**src/rtl/axi_master_pkg.sv**
```systemverilog
// Shared definitions for the AXI4-Lite master: FSM state encoding and xRESP codes.
package axi_master_pkg;

    typedef logic [2:0] fsm_state_t;

    localparam fsm_state_t IDLE    = 3'd0;
    localparam fsm_state_t RD_ADDR = 3'd1;
    localparam fsm_state_t RD_DATA = 3'd2;
    localparam fsm_state_t WR_REQ  = 3'd3;
    localparam fsm_state_t WR_RESP = 3'd4;
    localparam fsm_state_t RESP    = 3'd5;

    localparam logic [1:0] OKAY   = 2'b00;
    localparam logic [1:0] EXOKAY = 2'b01;
    localparam logic [1:0] SLVERR = 2'b10;
    localparam logic [1:0] DECERR = 2'b11;

endpackage

```
**src/rtl/axi_valid_hold.sv**
```systemverilog
// Holds one AXI VALID from start until its READY handshake, then raises done
// until the next start.
module axi_valid_hold (
    input  logic CLK,
    input  logic RESETN,
    input  logic start,
    input  logic ready,
    output logic valid,
    output logic done
);

    always_ff @(posedge CLK) begin
        if (!RESETN) begin
            valid <= 1'b0;
            done  <= 1'b0;
        end else if (start) begin
            valid <= 1'b1;
            done  <= 1'b0;
        end else if (valid && ready) begin
            valid <= 1'b0;
            done  <= 1'b1;
        end
    end

endmodule

```
**src/rtl/axi_lite_master_ctrl.sv**
```systemverilog
// Single-outstanding AXI4-Lite master with registered AXI outputs.
// Optional macro AXI_MASTER_RESP_EN: report captured RRESP/BRESP on RSP_ERR.
module axi_lite_master_ctrl
    import axi_master_pkg::*;
#(
    parameter int ADDR_WIDTH = 64,
    parameter int DATA_WIDTH = 64
) (
    input  logic                    CLK,
    input  logic                    RESETN,
    input  logic                    REQ_VALID,
    output logic                    REQ_READY,
    input  logic                    REQ_WRITE,
    input  logic [ADDR_WIDTH-1:0]   REQ_ADDR,
    input  logic [DATA_WIDTH-1:0]   REQ_WDATA,
    input  logic [DATA_WIDTH/8-1:0] REQ_WMASK,
    output logic                    RSP_VALID,
    input  logic                    RSP_READY,
    output logic [DATA_WIDTH-1:0]   RSP_RDATA,
    output logic [1:0]              RSP_ERR,
    output logic [ADDR_WIDTH-1:0]   AW_ADDR,
    output logic                    AW_VALID,
    input  logic                    AW_READY,
    output logic [DATA_WIDTH-1:0]   W_DATA,
    output logic [DATA_WIDTH/8-1:0] W_STRB,
    output logic                    W_VALID,
    input  logic                    W_READY,
    input  logic [1:0]              B_RESP,
    input  logic                    B_VALID,
    output logic                    B_READY,
    output logic [ADDR_WIDTH-1:0]   AR_ADDR,
    output logic                    AR_VALID,
    input  logic                    AR_READY,
    input  logic [DATA_WIDTH-1:0]   R_DATA,
    input  logic [1:0]              R_RESP,
    input  logic                    R_VALID,
    output logic                    R_READY
);

    fsm_state_t            state;
    logic [ADDR_WIDTH-1:0] addr_q;
    logic                  accept;
    logic                  wr_start;
    logic                  aw_done;
    logic                  w_done;
    logic                  aw_finished;
    logic                  w_finished;
    logic                  rd_capture;
    logic                  wr_capture;

    assign accept      = (state == IDLE) && REQ_VALID && REQ_READY;
    assign wr_start    = accept && REQ_WRITE;
    assign aw_finished = aw_done || (AW_VALID && AW_READY);
    assign w_finished  = w_done || (W_VALID && W_READY);
    assign rd_capture  = (state == RD_DATA) && R_VALID;
    assign wr_capture  = (state == WR_RESP) && B_VALID;

    // One latched address feeds both channels; only the active one raises VALID.
    assign AW_ADDR = addr_q;
    assign AR_ADDR = addr_q;

    axi_valid_hold u_aw_hold (
        .CLK    (CLK),
        .RESETN (RESETN),
        .start  (wr_start),
        .ready  (AW_READY),
        .valid  (AW_VALID),
        .done   (aw_done)
    );

    axi_valid_hold u_w_hold (
        .CLK    (CLK),
        .RESETN (RESETN),
        .start  (wr_start),
        .ready  (W_READY),
        .valid  (W_VALID),
        .done   (w_done)
    );

    always_ff @(posedge CLK) begin
        if (!RESETN) begin
            state     <= IDLE;
            REQ_READY <= 1'b1;
            AR_VALID  <= 1'b0;
            R_READY   <= 1'b0;
            B_READY   <= 1'b0;
            RSP_VALID <= 1'b0;
            addr_q    <= '0;
            W_DATA    <= '0;
            W_STRB    <= '0;
            RSP_RDATA <= '0;
        end else begin
            case (state)
                IDLE: begin
                    if (accept) begin
                        REQ_READY <= 1'b0;
                        addr_q    <= REQ_ADDR;
                        W_DATA    <= REQ_WDATA;
                        W_STRB    <= REQ_WMASK;
                        if (REQ_WRITE) begin
                            state <= WR_REQ;
                        end else begin
                            AR_VALID <= 1'b1;
                            state    <= RD_ADDR;
                        end
                    end
                end
                RD_ADDR: begin
                    if (AR_READY) begin
                        AR_VALID <= 1'b0;
                        R_READY  <= 1'b1;
                        state    <= RD_DATA;
                    end
                end
                RD_DATA: begin
                    if (R_VALID) begin
                        R_READY   <= 1'b0;
                        RSP_RDATA <= R_DATA;
                        RSP_VALID <= 1'b1;
                        state     <= RESP;
                    end
                end
                // AW and W may complete in either order or in the same cycle.
                WR_REQ: begin
                    if (aw_finished && w_finished) begin
                        B_READY <= 1'b1;
                        state   <= WR_RESP;
                    end
                end
                WR_RESP: begin
                    if (B_VALID) begin
                        B_READY   <= 1'b0;
                        RSP_RDATA <= '0;
                        RSP_VALID <= 1'b1;
                        state     <= RESP;
                    end
                end
                RESP: begin
                    if (RSP_READY) begin
                        RSP_VALID <= 1'b0;
                        REQ_READY <= 1'b1;
                        state     <= IDLE;
                    end
                end
                default: begin
                    REQ_READY <= 1'b1;
                    state     <= IDLE;
                end
            endcase
        end
    end

`ifdef AXI_MASTER_RESP_EN
    always_ff @(posedge CLK) begin
        if (!RESETN) begin
            RSP_ERR <= OKAY;
        end else if (rd_capture) begin
            RSP_ERR <= R_RESP;
        end else if (wr_capture) begin
            RSP_ERR <= B_RESP;
        end
    end
`else
    logic unused_resp;
    assign unused_resp = ^{B_RESP, R_RESP, rd_capture, wr_capture};
    assign RSP_ERR     = 2'b00;
`endif

endmodule

```
**config.mk**
```make
export PLATFORM = sky130hd
export DESIGN_NAME = axi_lite_master_ctrl
export DESIGN_NICKNAME = d
export VERILOG_FILES = /design/src/rtl/axi_master_pkg.sv /design/src/rtl/axi_valid_hold.sv /design/src/rtl/axi_lite_master_ctrl.sv
export SDC_FILE = /design/constraint.sdc
export NUM_CORES = 1
export LEC_CHECK = 0
export ABC_AREA = 1
export BUFFER_PORTS_ARGS = -buffer_cell sky130_fd_sc_hd__buf_2
export CAP_MARGIN = 30
export CORE_AREA = 3 3 190 192
export DETAILED_ROUTE_END_ITERATION = 16
export DIE_AREA = 0 0 193 195
export PLACE_DENSITY = 0.57
export SLEW_MARGIN = 20
export SYNTH_ARGS = -nofsm -noshare
export SYNTH_HDL_FRONTEND = slang
export SYNTH_SLANG_ARGS = --single-unit
export TNS_END_PERCENT = 30
```
**constraint.sdc**
```tcl
create_clock -name CLK -period 3.1 [get_ports CLK]
set_input_delay 0 -clock CLK [delete_from_list [all_inputs] [get_ports CLK]]
set_output_delay 0 -clock CLK [all_outputs]
set_load 0.005 [all_outputs]
```
==> results.tsv <==
metric	value	unit
grt_usage	15.0	%
drt_iter0_drc	384	
gr-usage-met2	27.3	%
power_density	761	nW/um2
netlist_area	8420	um2
use_met3	4.18	%
cp-start-kind	register	
post_cts_resized	0	
most-common-layout-cells	buf_2 (479), nor2_1 (287), dlygate4sd3_1 (236), dfxtp_1 (212), nand3_1 (131)	
synth-simple-area-share	23.8	%
port_buffers	480	
drc	0	
r2r.worst_path.cells	8	
path_class	reg -> reg	
grt_setup_unrepaired	no	
p_leak	6.75	nW
finalCritPeriodShare	79.0	%
layout_commonest_cell	buf_2	
antenna_cells	0	
period_needed	2.45	ns
worst_setup_path_end_kind	register	
syn_inst	1053	
synth_mux_area_share	0	%
syn_avg_cell_area	7.99	um2
hold_class	in -> reg	
yosysSeqAreaShare	50.4	%
fin_skew	0.0103	ns
clk_path_buf_depth	3	
critical_path_arrival	2.90	ns
grt_pass1_wl	46900	um
synth_warnings	0	
grt_util_met1	17.4	%
core_area	34500	um2
critPathMaxFanout	46	
wl_per_cell	14.5	um
grt_overflow	0	
timing.hold.ws	0.0675	ns
place.gp.congestion	0.805	
busiest_layer	met2	
synth_fa_ha_area_share	0	%
dieArea	37600	um2
slew_headroom	50.0	%
netlist.area_leader.share	50.4	%
clock.fmax	408	MHz
cts.sinks	212	
n_fill_cell	3410	
drive_gt1_share	33.5	%
post_drt_via_cell_ratio	4.41	
grt_max_degree	138	
ant_nets	0	
area_growth	62.7	%
antenna_found_initial	0	
clk_latency	0.51	ns
cts-htree-levels	1	
worst_pin_slew	0.750	ns
first_pass_iters	5	
outcome	complete, no violations	
nets	1876	
synth_xor_area_share	0	%
r2r_end	AR_ADDR[38]$_SDFFE_PN0P_	
synth_seq_cells	212	
pin_count	487	
endpoint	AR_ADDR[38]$_SDFFE_PN0P_	
synth_area_leaders	dfxtp_1 (50%), nor2_1 (13%), nand3_1 (7.8%)	
wirelength	31000	um
hold_viol_final	0	
route.vias.total	9411	
grt_pass1_vias	9114	
slew_violations	0	
ir_worst_vdd	434	uV
yosysUniqueCellTypes	25	
clk_pin_slew_worst_paths	0.06	ns
tritoncts	built	
fp-row-count	68	
die_h	195	um
synth_area_leader_cell	dfxtp_1	
cap_violations	0	
cp.required	3.55	ns
post_cts_buffers	0	
setup_viol	0	
start_util	24.4	%
synth-compound-area-share	13.2	%
setup_tns	0	ns
cts_root_buf	clkbuf_16	
dp_hpwl	19600	um
fp.dieW	193	um
synth_top_family_by_area	simple AND/OR/NAND/NOR gates	
startpoint	state[1]$_SDFFE_PN0P_	
r2r-start	state[1]$_SDFFE_PN0P_	
reg2reg_setup_slack	0.65	ns
numCtsBuffers	24	
==> flip-flops by register name, indices dropped and copies added (netlist names), 3 cells and up <==
register	count
state	3
W_DATA	64
RSP_RDATA	64
AR_ADDR	64
W_STRB	8
==> Yosys cell counts <==
library cell / number
inv_2: 4
buf_4: 73
nand3b_1: 1
nor2_4: 2
nand3_2: 12
nand2_2: 1
conb_1: 1
nand3_1: 131
clkbuf_1: 22
clkinv_2: 1
nor2_1: 287
dfxtp_1: 212
a21oi_2: 10
buf_1: 1
o211ai_1: 2
nand4_1: 1
a21oi_1: 63
buf_2: 39
nand2_4: 2
buf_8: 2
inv_1: 13
nand2_1: 23
o21ai_1: 23
o21ai_0: 116
buf_6: 11
==> critical path, cell delays in order (launching register included) <==
cell           delay [ns]
dfxtp_1              0.53
clkinv_2             0.18
nand2_2              0.14
nor2_4               0.06
inv_4                0.44
buf_12               0.27
nor2_1               0.07
nor2_1               0.10
dlygate4sd3_1        0.55
==> cells by family after synthesis <==
logic type / after synthesis
flip-flops: 212
AND/OR/NAND/NOR: 460
buffers and inverters: 166
other: 1
AO/OA/AOI/OAI: 214
==> where the power goes <==
part           internal (mW)  switching [mW]
sequential              3.49           0.480
combinational           1.62            2.06
clock                   1.67            1.10
==> worst min path at each step <==
stage	start	end	depth (start not counted)
2_1_floorplan	REQ_WDATA[52]	W_DATA[52]$_SDFFE_PN0P_	2
3_3_place_gp	REQ_ADDR[24]	AR_ADDR[24]$_SDFFE_PN0P_	3
3_5_place_dp	REQ_WDATA[18]	W_DATA[18]$_SDFFE_PN0P_	3
4_1_cts	REQ_VALID	REQ_READY$_SDFFE_PN1P_	5
5_1_grt	REQ_VALID	REQ_READY$_SDFFE_PN1P_	5
6_report	REQ_VALID	REQ_READY$_SDFFE_PN1P_	5
==> layout make-up <==
| cell class | count | area (um2) | area share, % |
|---|---|---|---|
| Timing Repair Buffer | 730 | 4910 | 35.8 |
| Sequential cell | 212 | 4240 | 31.0 |
| Multi-Input combinational cell | 676 | 3130 | 22.8 |
| Clock buffer | 36 | 717 | 5.23 |
| Tap cell | 455 | 569 | 4.16 |
| Inverter | 18 | 71.3 | 0.521 |
| Clock inverter | 7 | 62.6 | 0.457 |
==> timing repair <==
item                                    CTS  global route
hold endpoints to repair                210             0
hold buffers                            236             0
endpoints found under the setup margin    0             0
==> metrics by stage <==
stage / cells / cell area, um2 / utilization (%) / total power, mW / worst slack, ns
2_1_floorplan: 1054 / 8420 / - / 6.10 / 1.81
3_3_place_gp: 1855 / 10600 / 30.6 / 7.30 / 1.08
3_5_place_dp: 1855 / 10600 / 30.6 / 7.33 / 1.04
4_1_cts: 2134 / 13700 / 39.7 / 10.5 / 0.659
5_1_grt: 2134 / 13700 / 39.7 / 11.1 / 0.428
6_report: 2134 / 13700 / 39.7 / 10.4 / 0.651
==> layer usage <==
layer	share of wire (%)	wire, um	vias to the layer above
met1	39	12100	4366
met3	9.6	2990	35
li1	-	-	4609
met4	1.8	564	0
met5	0	0	-
met2	50	15400	401
Note: power is estimated with default switching activity, not from simulation.
